===== src/rtl/i2s_pkg.sv =====
// ----------------------------------------------------------------------------
// i2s_pkg
//   Constants shared by the I2S transmitter and receiver.
//
//   WS_LEFT  : word-select level during the left channel slot
//   WS_RIGHT : word-select level during the right channel slot
// ----------------------------------------------------------------------------
package i2s_pkg;

  localparam logic WS_LEFT  = 1'b1;
  localparam logic WS_RIGHT = 1'b0;

endpackage


===== src/rtl/i2sout_shifter.sv =====
// ----------------------------------------------------------------------------
// i2sout_shifter
//   Frame shift register for the I2S transmitter. A whole frame (left slot
//   word followed by right slot word) is loaded in parallel at the frame
//   start and shifted out MSB-first, one bit per sck falling edge. The output
//   flop adds the one-bit I2S data delay relative to the frame boundary.
//
//   Ports
//     sck        in   bit clock, all state changes on the falling edge
//     rst        in   synchronous, active-high reset
//     load       in   parallel load strobe (frame start)
//     load_word  in   [FRAME_BITS-1:0] frame contents, left slot in the MSBs
//     sd         out  delayed serial data
// ----------------------------------------------------------------------------
module i2sout_shifter #(
  parameter int FRAME_BITS = 8
) (
  input  logic                  sck,
  input  logic                  rst,
  input  logic                  load,
  input  logic [FRAME_BITS-1:0] load_word,
  output logic                  sd
);

  logic [FRAME_BITS-1:0] shreg;

  always_ff @(negedge sck) begin
    if (rst) begin
      shreg <= '0;
      sd    <= 1'b0;
    end else begin
      // NOTE: non-blocking assignment means sd takes the MSB held before this
      // edge's load/shift, which is exactly the one-bit I2S delay.
      sd <= shreg[FRAME_BITS-1];
      if (load) begin
        shreg <= load_word;
      end else begin
        shreg <= {shreg[FRAME_BITS-2:0], 1'b0};
      end
    end
  end

endmodule


===== src/rtl/i2sout.sv =====
// ----------------------------------------------------------------------------
// i2sout
//   I2S transmitter. Accepts stereo sample pairs over a valid/ready handshake
//   into a single holding register, and at every frame start moves the held
//   pair into the frame shifter. Each channel occupies SLOT_BITS sck periods:
//   the sample MSB-first followed by zero padding. When the holding register
//   is empty at a frame start the frame carries zeros and underrun pulses
//   (except for the very first frame after reset).
//
//   Parameters
//     BITS_PRECISION  sample width
//     SLOT_BITS       sck periods per channel slot
//                     (SLOT_BITS >= BITS_PRECISION, SLOT_BITS >= 2)
//
//   Ports
//     sck         in   bit clock, all registers update on the falling edge
//     rst         in   synchronous, active-high reset
//     data_left   in   [BITS_PRECISION-1:0] left sample
//     data_right  in   [BITS_PRECISION-1:0] right sample
//     data_valid  in   sample pair present
//     data_ready  out  holding register empty (registered)
//     ws          out  word select, 1 = left slot, 0 = right slot
//     sd          out  serial data
//     underrun    out  one-cycle pulse, frame started with nothing to send
// ----------------------------------------------------------------------------
module i2sout
  import i2s_pkg::*;
#(
  parameter int BITS_PRECISION = 4,
  parameter int SLOT_BITS      = 4
) (
  input  logic                      sck,
  input  logic                      rst,
  input  logic [BITS_PRECISION-1:0] data_left,
  input  logic [BITS_PRECISION-1:0] data_right,
  input  logic                      data_valid,
  output logic                      data_ready,
  output logic                      ws,
  output logic                      sd,
  output logic                      underrun
);

  localparam int MSB        = BITS_PRECISION - 1;
  localparam int FRAME_BITS = 2 * SLOT_BITS;
  localparam int CNT_W      = $clog2(FRAME_BITS);

  // Last position in the frame, and the first position of the right slot.
  localparam logic [CNT_W-1:0] CNT_LAST  = CNT_W'(FRAME_BITS - 1);
  localparam logic [CNT_W-1:0] CNT_RIGHT = CNT_W'(SLOT_BITS);

  // cnt holds the frame position of the upcoming edge; 0 marks a frame start.
  logic [CNT_W-1:0]      cnt;
  logic [CNT_W-1:0]      cnt_next;
  logic [MSB:0]          hold_left;
  logic [MSB:0]          hold_right;
  logic                  hold_full;
  logic                  hold_full_next;
  logic                  first_frame;
  logic                  frame_start;
  logic                  accept;
  logic [FRAME_BITS-1:0] load_word;

  // Sample left-justified in its slot, padding bits zero.
  function automatic logic [SLOT_BITS-1:0] slot_word(input logic [MSB:0] sample);
    logic [SLOT_BITS-1:0] w;
    w = '0;
    w[SLOT_BITS-1 -: BITS_PRECISION] = sample;
    return w;
  endfunction

  always_comb begin
    // NOTE: every signal assigned here gets a default first, so no path can
    // leave it holding its old value and infer a latch.
    cnt_next       = cnt + 1'b1;
    frame_start    = (cnt == '0);
    accept         = data_valid && data_ready;
    load_word      = '0;

    if (cnt == CNT_LAST) begin
      cnt_next = '0;
    end

    // The frame load empties the register; an accept (only possible while
    // empty) fills it. A pair accepted at a frame start is held for the next
    // frame, never bypassed into the current one.
    hold_full_next = (hold_full && !frame_start) || accept;

    if (frame_start && hold_full) begin
      load_word = {slot_word(hold_left), slot_word(hold_right)};
    end
  end

  always_ff @(negedge sck) begin
    if (rst) begin
      cnt         <= '0;
      hold_full   <= 1'b0;
      // NOTE: the holding pair is two plain registers, not a memory array, so
      // clearing it in reset is cheap and keeps discarded data from lingering.
      hold_left   <= '0;
      hold_right  <= '0;
      first_frame <= 1'b1;
      ws          <= WS_RIGHT;
      data_ready  <= 1'b0;
      underrun    <= 1'b0;
    end else begin
      cnt         <= cnt_next;
      hold_full   <= hold_full_next;
      first_frame <= 1'b0;
      if (accept) begin
        hold_left  <= data_left;
        hold_right <= data_right;
      end
      // ws leads the slot's MSB on sd by one sck because of the data delay.
      ws          <= (cnt < CNT_RIGHT) ? WS_LEFT : WS_RIGHT;
      data_ready  <= !hold_full_next;
      underrun    <= frame_start && !hold_full && !first_frame;
    end
  end

  // The shifter loads at every frame start: the held pair, or zeros on underrun.
  i2sout_shifter #(
    .FRAME_BITS(FRAME_BITS)
  ) u_shifter (
    .sck       (sck),
    .rst       (rst),
    .load      (frame_start),
    .load_word (load_word),
    .sd        (sd)
  );

endmodule

===== config.mk =====
export PLATFORM = sky130hd
export DESIGN_NAME = i2sout
export DESIGN_NICKNAME = d
export VERILOG_FILES = /design/src/rtl/i2s_pkg.sv /design/src/rtl/i2sout_shifter.sv /design/src/rtl/i2sout.sv
export SDC_FILE = /design/constraint.sdc
export NUM_CORES = 1
export LEC_CHECK = 0
export CORE_UTILIZATION = 49
export CTS_BUF_LIST = sky130_fd_sc_hd__clkbuf_16
export DETAILED_ROUTE_END_ITERATION = 6
export GPL_TIMING_DRIVEN = 0
export PLACE_DENSITY = 0.83
export SYNTH_ARGS = -nofsm -noshare
export SYNTH_HDL_FRONTEND = slang
export SYNTH_SLANG_ARGS = --single-unit
export TNS_END_PERCENT = 20

===== constraint.sdc =====
create_clock -name sck -period 1.6 [get_ports sck]
set_input_delay 0.32 -clock sck [delete_from_list [all_inputs] [get_ports sck]]
set_output_delay 0.32 -clock sck [all_outputs]
set_load 0.03 [all_outputs]

After elaboration in Yosys (flattened, before gate mapping) --
Index checks and enable logic that the tools add are counted.
Operators by class: add/subtract/negate cells 1, order comparisons 1, equal/unequal tests 1, multiplexer cells 4, bitwise logic cells 2, reduce and logical (&&, ||, !) cells 13
Operator list (number):
- two-way mux 8 bit | 2
- logical AND 1 bit | 5
- zero test 1 bit | 4
- adder 3 x 1 -> 3 bit (second input constant) | 1
- == test 3 bit (second input constant) | 1
- zero test 3 bit | 1
- less-than comparator 3 bit (second input constant) | 1
- OR reduction 3 bit | 1
- two-way mux 1 bit | 2
- NOT 1 bit | 2
- OR reduction 2 bit | 1
- logical OR 1 bit | 1
Word-level totals: bits in registers 25

Longest topological paths before layout --
Gate-level depths: netlist of run 1.
word-level depth 5, gate-level depth with buffers 6, gate-level depth less buffers 5

Modules after synthesis --
From an unflattened synthesis of run 1, not the netlist that was laid out.
Unflattened totals: cells, all modules 101, area total of the unflattened synthesis 1019.7 um^2
By module, submodules not included:
- i2sout | times used 1, cells each 72, area each 709.4 um^2
- i2sout_shifter | times used 1, cells each 29, area each 310.3 um^2

==> flow_summary.toml, run 1 <==
[clock_network]
clockBufferDepth = 2
cts_buffers = 3
htreeDepth = 1
clk_latency_ns = 0.35
hold_buffers = 0
cts_tree = "built"
clk_transition_reported_paths_ns = 0.04
root_buffer = "clkbuf_16"
clock-sinks = 25

[power]
ir_drop_mv = 0.821
powerDensity_nw_per_um2 = 1320
leakage_uw = 0.000585

[synthesis]
yosysSeqAreaShare_pct = 55.8
netlist.area_leader.share_pct = 55.8
avgSynthCellArea_um2 = 9.15
syn-num-nets = 112
netlist_area_um2 = 897
synth.top_cells.by_count = "25 x dfxtp_1, 18 x nand2_1, 16 x a21oi_1, 15 x nand3_1"
ys_types = 17
synth_area_leaders = "dfxtp_1 56%, a21oi_1 8.9%, nand3_1 8.4%"
synth_top_area_cell = "dfxtp_1"
synth_edf_count = 0
syn_inst = 98
ys.flop_type = "dfxtp_1"
synth-seq-cells = 25
synth.most_common_cell = "dfxtp_1"
async_flop_share_pct = 0
ys_warn_count = 0

[detailed_routing]
drc = 0
dr_total_vias = 796
drtIter0Drc = 17
drt_first_pass_iters = 4
via_per_inst = 4.85
routed_wl_um = 1910
wl_per_cell_um = 11.7
ant_nets = 0

[grt]
grt_remaining_overflow = 0
grt_max_degree = 16
antenna_found_initial = 0
grt_pass1_vias = 824
grt_pass1_wl_um = 3140
grt.total_usage_pct = 21.8

[final_layout]
n_fill_cell = 147
layout-drive-gt1-share_pct = 15.1
area_delta_synth_final_pct = 40.0
diodes = 0
nets = 154

[outcome]
run_status = "finished with violations"
violations = "negative setup slack"

[critical_path]
worstSetupPathType = "flip-flop to output port"
end_kind = "output port"
worstPathCellList = "buf_6"
cp_slowest_cell = "dfxtp_2"
cp_top_family = "flip-flops"
worstPathArrival_ns = 1.59
crit_buf_inv = 1
crit_fanout = 1
critPathMaxStageDelay_ns = 0.32
required_ns = 1.28
worst_setup_path_start_kind = "flip-flop"

[floorplan]
io_pins = 15
die_x_um = 44.8
row_count = 15
dieArea_um2 = 2010
die_y_um = 44.8
initial_utilization_pct = 52.0
core_um2 = 1730

[placement]
dpl.hpwl_um = 1130
gp_congestion = 0.746
dpl_worst_slack_ns = -0.687
portBuffers = 13

[hold_path]
hp-class = "flip-flop to flip-flop"

[sta]
fin_worst_skew_ns = 0.0178
rsz0062_at_grt = "yes"
hold_viol_final = 0
relSlewSlack_pct = 85.7
finalSetupViolCount = 4
tns_ns = -1.18
layout_setup_ws_ns = -0.306
tightest_slew_ns = 0.215
maxSlewViolCount = 0

[flow_run]
drv_cap = 0
-- power by group --
group          switching, uW  internal [uW]
Sequential              14.7            655
Clock                    396            426
Combinational           86.7           76.0
Total                    498           1160
-- layout make-up --
class | instances | area [um2] | area share (%)
Clock inverter | 26 | 103 | 8.17
Timing Repair Buffer | 13 | 134 | 10.7
Clock buffer | 3 | 75.1 | 5.98
Inverter | 2 | 7.51 | 0.598
Buffer | 7 | 62.6 | 4.98
Sequential cell | 25 | 505 | 40.2
Tap cell | 25 | 31.3 | 2.49
Multi-Input combinational cell | 63 | 338 | 26.9
-- cell usage in the layout, fill, tap and decap left out, types with 2 or more instances in the layout --
cell type,synthesis,layout
nor3_1,2,2
nor3b_1,2,2
buf_4,2,3
nor2_1,2,2
ha_1,3,3
nand2_1,18,18
clkdlybuf4s50_1,0,8
clkbuf_16,0,3
nor2b_1,2,2
buf_2,3,2
buf_6,0,5
dfxtp_2,0,4
dfxtp_1,25,21
nand3_1,15,15
inv_1,3,27
a21oi_1,16,16
-- stage by stage --
| stage | area [um2] | total power (uW) | utilization [%] | hold WS [ns] | instances |
|---|---|---|---|---|---|
| after floorplan | 905 | 875 | - | 0.373 | 98 |
| after global placement | 1070 | 929 | 61.7 | 0.382 | 136 |
| after detailed placement | 1070 | 934 | 61.7 | 0.383 | 136 |
| after CTS | 1260 | 1670 | 72.8 | 0.380 | 164 |
| after global routing | 1260 | 1750 | 72.8 | 0.423 | 164 |
| final | 1260 | 1650 | 72.8 | 0.388 | 164 |
-- flip-flops by register name, indices dropped and copies added (netlist names), 3 cells and up --
register / count
u_shifter.shreg: 8
hold_left: 4
hold_right: 4
cnt: 3
-- logic make-up (layout without fill, tap and decap cells) --
group,count (synthesis),count (layout),share of synthesized area (%)
compound gates,17,17,10.6
fa+ha+maj,3,3,4.18
buf+inv,10,51,7.11
flops,25,25,55.8
simple gates,43,43,22.3
-- final timing paths --
| check | start | depth (start not counted) | slack, ns | to |
|---|---|---|---|---|
| worst max-delay path | ws | 1 | -0.31 | ws |
| worst min-delay path | first_frame | 1 | 0.39 | underrun |
| worst max register to register | cnt[0] | 6 | 0.41 | u_shifter.shreg[1] |
| worst min register to register | first_frame | 1 | 0.39 | underrun |
-- what timing repair did --
action / 4_1_cts / 5_1_grt
resized for setup: 36 / 0
setup buffers: 0 / 0
endpoints found under the setup margin: 26 / 8
-- routing by layer --
layer  GRT usage, %  wire, um  vias up  share of wire, %
met5              0         0        -                 0
met4           8.48         0        0                 0
met3           10.0        88        0               4.6
met2           36.8       955       20                50
met1           23.9       868      368                45
li1               -         -      408                 -
Power figures use the tool's default switching activity.
==> run 2: changes to the inputs <==
Settings changed: ABC_CLOCK_PERIOD_IN_PS from default to 2350, CORE_UTILIZATION 49 to 53, PLACE_DENSITY 0.83 to 0.89.
Clock period 1.6 ns to 2.35 ns, I/O delays scaled along.
==> run 2 against run 1 <==
  * The flow still finishes with violations (negative setup slack)
  * Flip-flop and latch count unchanged
  * Register-to-register slack improved by 0.75 ns
  * Global-route usage increased by 5.3 points
  * Sequential power decreased by 31%
  * Largest cell class unchanged
  * Largest power group unchanged
  * Highest routed layer is now met4
==> flow_summary.toml, run 2 (synthesis gave the netlist of run 1 again) <==
[final_layout]
mostFrequentLayoutCell = "inv_1"
top_regs = "u_shifter.shreg x8, hold_left x4, hold_right x4"
nets = 154
seq_area_um2 = 505
layout.cells.most_common_list = "27 x inv_1, 21 x dfxtp_1, 18 x nand2_1, 16 x a21oi_1, 15 x nand3_1"
area_delta_synth_final_pct = 40.3
multiInputGateArea_um2 = 335
top_register = "u_shifter.shreg"
diodes = 0
final_area_um2 = 1260
post-route-util_pct = 81.7
n_fill_cell = 89
layout-drive-gt1-share_pct = 15.8
largest_reg_flops = 8

[grt]
antenna_found_initial = 0
grt_pass1_vias = 873
grt_max_degree = 15
grt_pass1_wl_um = 3590
grt_remaining_overflow = 0
grt.total_usage_pct = 27.1

[critical_path]
worstPathCellList = "buf_6"
crit_fanout = 2
required_ns = 1.88
crit_buf_inv = 1
cp.depth = 1
worst_setup_path_start_kind = "flip-flop"
cp_slowest_cell = "dfxtp_2"
cp_top_family = "flip-flops"
worstSetupPathType = "flip-flop to output port"
critPathMaxStageDelay_ns = 0.33
worstPathArrival_ns = 1.98
r2r_cells = 6
end_kind = "output port"

[placement]
dpl.hpwl_um = 1130
dpl_worst_slack_ns = -0.421
place_area_um2 = 1050
gp_congestion = 0.806
portBuffers = 13

[detailed_routing]
ant_nets = 0
via_per_inst = 5.60
drtIter0Drc = 38
dr_total_vias = 868
drt_first_pass_iters = 4
routed_wl_um = 2330
wl_per_cell_um = 15.0
drc = 0

[clock_network]
clockBufferDepth = 2
cts_tree = "built"
hold_buffers = 0
clock-sinks = 25
clk_latency_ns = 0.37
clk_transition_reported_paths_ns = 0.03
htreeDepth = 1
cts_buffers = 3
root_buffer = "clkbuf_16"

[sta]
tightest_slew_ns = 0.234
maxSlewViolCount = 0
hold_viol_final = 0
tns_ns = -0.308
layout_setup_ws_ns = -0.0963
relSlewSlack_pct = 84.3
fin_worst_skew_ns = 0.0316
rsz0062_at_grt = "yes"
finalSetupViolCount = 4

[power]
powerDensity_nw_per_um2 = 999
ir_drop_mv = 0.816
leakage_uw = 0.000594

[floorplan]
row_count = 14
die_x_um = 43.1
initial_utilization_pct = 58.2
dieArea_um2 = 1860
die_y_um = 43.1
io_pins = 15
core_um2 = 1540

[flow_run]
drv_cap = 0

[outcome]
run_status = "finished with violations"
violations = "negative setup slack"

[hold_path]
hp-class = "flip-flop to flip-flop"
hold_depth = 2
## run 2: path summary, 6_finish.rpt
path                       from                  to  slack (ns)
max reg2reg              cnt[0]  u_shifter.shreg[4]        1.16
min reg2reg  u_shifter.shreg[3]  u_shifter.shreg[4]        0.43
min          u_shifter.shreg[3]  u_shifter.shreg[4]        0.43
max                  data_ready          data_ready        -0.1
## run 2: layer usage
layer / track usage [%] / share of wire [%] / up-vias
met5: 0 / 0 / -
met4: 17.0 / 2.3 / 0
met3: 9.36 / 7.5 / 12
met2: 46.0 / 52 / 56
met1: 28.1 / 38 / 392
li1: - / - / 408
## run 2: area by class of cell
| class | count | share of cell area, % |
|---|---|---|
| Timing Repair Buffer | 13 | 10.9 |
| Clock inverter | 26 | 9.84 |
| Multi-Input combinational cell | 63 | 26.6 |
| Buffer | 7 | 4.27 |
| Tap cell | 16 | 1.59 |
| Inverter | 2 | 0.596 |
| Clock buffer | 3 | 5.96 |
| Sequential cell | 25 | 40.2 |
## run 2: stage by stage
stage | hold slack, ns | cells | total power [uW]
2_1_floorplan | 0.373 | 98 | 594
3_3_place_gp | 0.381 | 127 | 628
3_5_place_dp | 0.382 | 127 | 633
4_1_cts | 0.438 | 155 | 1260
5_1_grt | 0.460 | 155 | 1300
6_report | 0.430 | 155 | 1260
## run 2: where the power goes
group          switching [uW]  internal, uW
combinational            61.0          51.0
clock                     290           396
sequential               12.8           446
total                     364           893
## run 2: repair_timing
action	4_1_cts	5_1_grt
resized for setup	31	4
buffers inserted	0	0
setup endpoints to repair	15	25
==> patch 1: new RTL, flow settings as in run 1 <==
The parameter `SLOT_BITS` goes from 4 to 8.
--- a/src/rtl/i2sout.sv
+++ b/src/rtl/i2sout.sv
@@ -27,7 +27,7 @@
   import i2s_pkg::*;
 #(
   parameter int BITS_PRECISION = 4,
-  parameter int SLOT_BITS      = 4
+  parameter int SLOT_BITS      = 8
 ) (
   input  logic                      sck,
   input  logic                      rst,
Function: changed (a bounded check fails within 10 cycles, from zero or initial values and one cycle with rst high).
==> patch 1 against run 1 <==
The flow still finishes with violations (setup timing). Sequential power grew 19%. Routed wire length increased by 20%. Sequential cell count increased by 5. Total power is 30% higher. Worst setup slack got worse by 0.020 ns. Clock skew is 0.0025 ns higher. Non-clock buffer count is 1 higher. Synthesized area increased by 19%. Design area rose by 21%. Count of clock-buffer cells in the layout increased by 2. Critical path type unchanged. Largest cell class unchanged. Largest power group unchanged.
==> patch 1: results <==
[run_status]
status = "finished, violations left"
violations = "setup timing"

[placement]
dpl_worst_slack_ns = -0.548
dp_hpwl_mm = 1.22
gp_congestion = 0.769
post_dp_cell_area_mm2 = 0.00125

[grt]
gr-usage-met3_pct = 15.7
grt_pass1_vias = 993
grt_max_degree = 11
grtUsageMet2_pct = 35.6
grtUsageTotal_pct = 23.7
grt_pass1_wl_mm = 4.04

[floorplan]
rows = 16

[hold_path]
min_from = "u_shifter.shreg[13]"
whs_path_depth = 2

[finish]
multi_input_cells = 71
register_area_um2 = 606
nonClockInverterCount = 4
buffers_excl_clock = 21
fillers = 146
clock_cell_area_share_pct = 16.0
multi_input_area_um2 = 425
n_sequential_cell = 30
clkbuf_count = 5
largest_reg_flops = 12
layout-drive-gt1-share_pct = 17.3
bufAreaShareNonClock_pct = 13.1

[worst_setup_path]
arrival_ns = 1.61
r2r_start = "cnt[0]"
worst-path-max-fanout = 2
regToRegSetupSlack_ns = 0.26
crit_path_end = "data_ready"
r2r-end = "hold_full"

[drt]
drt-vias-per-instance = 5.11
routed_wl_mm = 2.31
firstDrtPassIters = 4
first_iter_violations = 21

[logic_synthesis]
synth_compound_area_share_pct = 11.4
synthesis.nets = 126
synthTopCellsByCount = "30 x dfxtp_1, 18 x a21oi_1, 18 x nand2_1, 15 x nand3_1"
synth_cell_types = 23
synthAdderAreaFrac_pct = 2.35
synth_area_leaders = "dfxtp_1 56%, a21oi_1 8.5%, nand3_1 7.0%, nand2_1 6.3%, and2_1 2.3%"

[sta]
timing.setup.tns_ns = -1.19
fin_hold_ws_ns = 0.419
postLayoutSetupSlackWorst_ns = -0.326
setup_viol = 4
finalClockSkew_ns = 0.0203
slew_headroom_pct = 65.7

[power_and_ir_drop]
leakage_nw = 0.686
ir_worst_vdd_v = 0.00137

[clocking]
numCtsBuffers = 5
cts_resized = 34
## patch 1: kinds of logic (layout without fill, tap and decap cells)
kind of cell	Yosys count	in the layout
xor+xnor	1	1
flops	30	30
buf+inv	12	61
fa+ha+maj	2	2
compound gates	22	22
simple gates	46	46
## patch 1: stage by stage
stage	util (%)	std cells
final	76.0	189
after floorplan	-	113
after detailed placement	62.6	153
after global routing	76.0	189
after global placement	62.6	153
after CTS	75.2	188
## patch 1: power by group
group / total (mW) / leakage [nW] / switching, mW / internal (mW)
Clock: 1.16 / 0.221 / 0.500 / 0.655
Sequential: 0.800 / 0.246 / 0.0185 / 0.781
Combinational: 0.190 / 0.219 / 0.104 / 0.0860
## patch 1: layer usage
metal	wire, um	up-vias	part of all wire, %
met4	59	0	2.6
met3	155	7	6.7
met1	919	444	40
li1	-	481	-
met2	1170	33	51
met5	0	-	0
## patch 1: worst min-delay path: stages (launching register included)
cell     delay (ns)
dfxtp_1        0.29
nand2_1        0.05
a21oi_1        0.05
==> patch 2: new RTL, config.mk and constraints of run 1 <==
Without the edit above. The output `underrun` loses its register stage (`underrun` becomes a continuous assignment). Comments in the files are not updated.
--- a/src/rtl/i2sout.sv
+++ b/src/rtl/i2sout.sv
@@ -101,7 +101,6 @@
       first_frame <= 1'b1;
       ws          <= WS_RIGHT;
       data_ready  <= 1'b0;
-      underrun    <= 1'b0;
     end else begin
       cnt         <= cnt_next;
       hold_full   <= hold_full_next;
@@ -113,9 +112,10 @@
       // ws leads the slot's MSB on sd by one sck because of the data delay.
       ws          <= (cnt < CNT_RIGHT) ? WS_LEFT : WS_RIGHT;
       data_ready  <= !hold_full_next;
-      underrun    <= frame_start && !hold_full && !first_frame;
     end
   end
+
+  assign underrun = frame_start && !hold_full && !first_frame;
 
   // The shifter loads at every frame start: the held pair, or zeros on underrun.
   i2sout_shifter #(
Function: changed (Yosys sat finds a counterexample within 10 cycles, from zero or initial values and one cycle with rst high).
==> patch 2 against run 1 <==
Critical path depth increased by 4. Largest power group unchanged. Sequential cell count decreased by 1. Design area increased by 0.20%. Total power decreased by 0.97%. Synthesized area decreased by 4.9%. The run still ends with setup timing left. Worst setup slack got worse by 0.46 ns. Routed wire length increased by 13%. Core utilization increased by 8.0 points.
==> patch 2: results <==
[drt]
routed_wl_mm = 2.17
wl_met1_um = 878
dr_wl_met2_mm = 1.06
wl_per_cell_um = 13.9
vias = 850
highest_layer = "met4"
wl_met3_um = 173
first_iter_violations = 34

[logic_synthesis]
synthAdderAreaFrac_pct = 4.40
synthTopCellsByCount = "24 x dfxtp_1, 17 x nand2_1, 16 x a21oi_1, 15 x nand3_1, 6 x buf_2"
synthesis.nets = 110
ys_seq_area_share_pct = 56.3
synth_cell_types = 15
synth_compound_area_share_pct = 10.4
synth_area_leaders = "dfxtp_1 56%, a21oi_1 9.4%, nand3_1 8.8%, nand2_1 7.5%, ha_1 4.4%"
synth_async_sr_flop_share_pct = 0

[hold_path]
min_from = "u_shifter.shreg[7]"
holdPathEnd = "u_shifter.sd"
hold_path_class = "reg -> reg"

[placement]
dp_hpwl_mm = 1.23
place_inst = 125
post_dp_cell_area_mm2 = 0.00105
gp_congestion = 0.792

[power_and_ir_drop]
leakage_nw = 0.578
powerSeq_uw = 646
p_sw_uw = 497
powerComb_uw = 202
p_int_mw = 1.14
ir_worst_vdd_v = 0.00101

[sta]
setup_viol = 4
timing.setup.tns_ns = -1.66
finalClockSkew_ns = 0.0278
fin_hold_ws_ns = 0.426
slew_headroom_pct = 78.4
postLayoutSetupSlackWorst_ns = -0.767

[finish]
multi_input_area_share_pct = 29.0
final_util_pct = 80.7
layout-drive-gt1-share_pct = 22.1
seq-cell-share_pct = 38.7
clock_cell_area_share_pct = 13.5
bufAreaShareNonClock_pct = 16.6
fillers = 103
multi_input_cells = 62
final_nets = 155

[run_status]
violations = "setup timing"
status = "finished, violations left"

[worst_setup_path]
r2r_cells = 7
arrival_ns = 2.05
r2r_start = "cnt[1]"
r2r-end = "u_shifter.shreg[2]"
regToRegSetupSlack_ns = 0.24

[grt]
grt_pass1_vias = 833
gr-usage-met3_pct = 12.1
antenna_found_initial = 0
grtUsageMet2_pct = 41.2
grt_max_degree = 14
grtUsageTotal_pct = 26.4
grt.met1_usage_pct = 28.8

[floorplan]
n_tap_cell = 16
-- patch 2: worst max-delay path by stage --
stage | start | end | slack (ns) | depth (start not counted)
3_5_place_dp | cnt[1] | underrun | -1.06 | 6
2_1_floorplan | cnt[1] | underrun | -0.52 | 5
5_1_grt | cnt[0] | underrun | -0.83 | 5
6_report | cnt[1] | underrun | -0.77 | 5
3_3_place_gp | cnt[1] | underrun | -1.02 | 6
4_1_cts | cnt[0] | underrun | -0.82 | 6
-- patch 2: critical path, stage by stage, from the launching register on --
cell	delay [ns]
dfxtp_2	0.32
inv_2	0.06
ha_4	0.15
nand2b_4	0.07
nor3_4	0.16
buf_6	0.15
-- patch 2: what timing repair did --
item | 4_1_cts | 5_1_grt
hold buffers | 0 | 0
gates resized for setup | 34 | 2
hold endpoints to repair | 0 | 0
setup endpoints to repair | 26 | 9
setup buffers | 3 | 2
pin swaps | 2 | 2
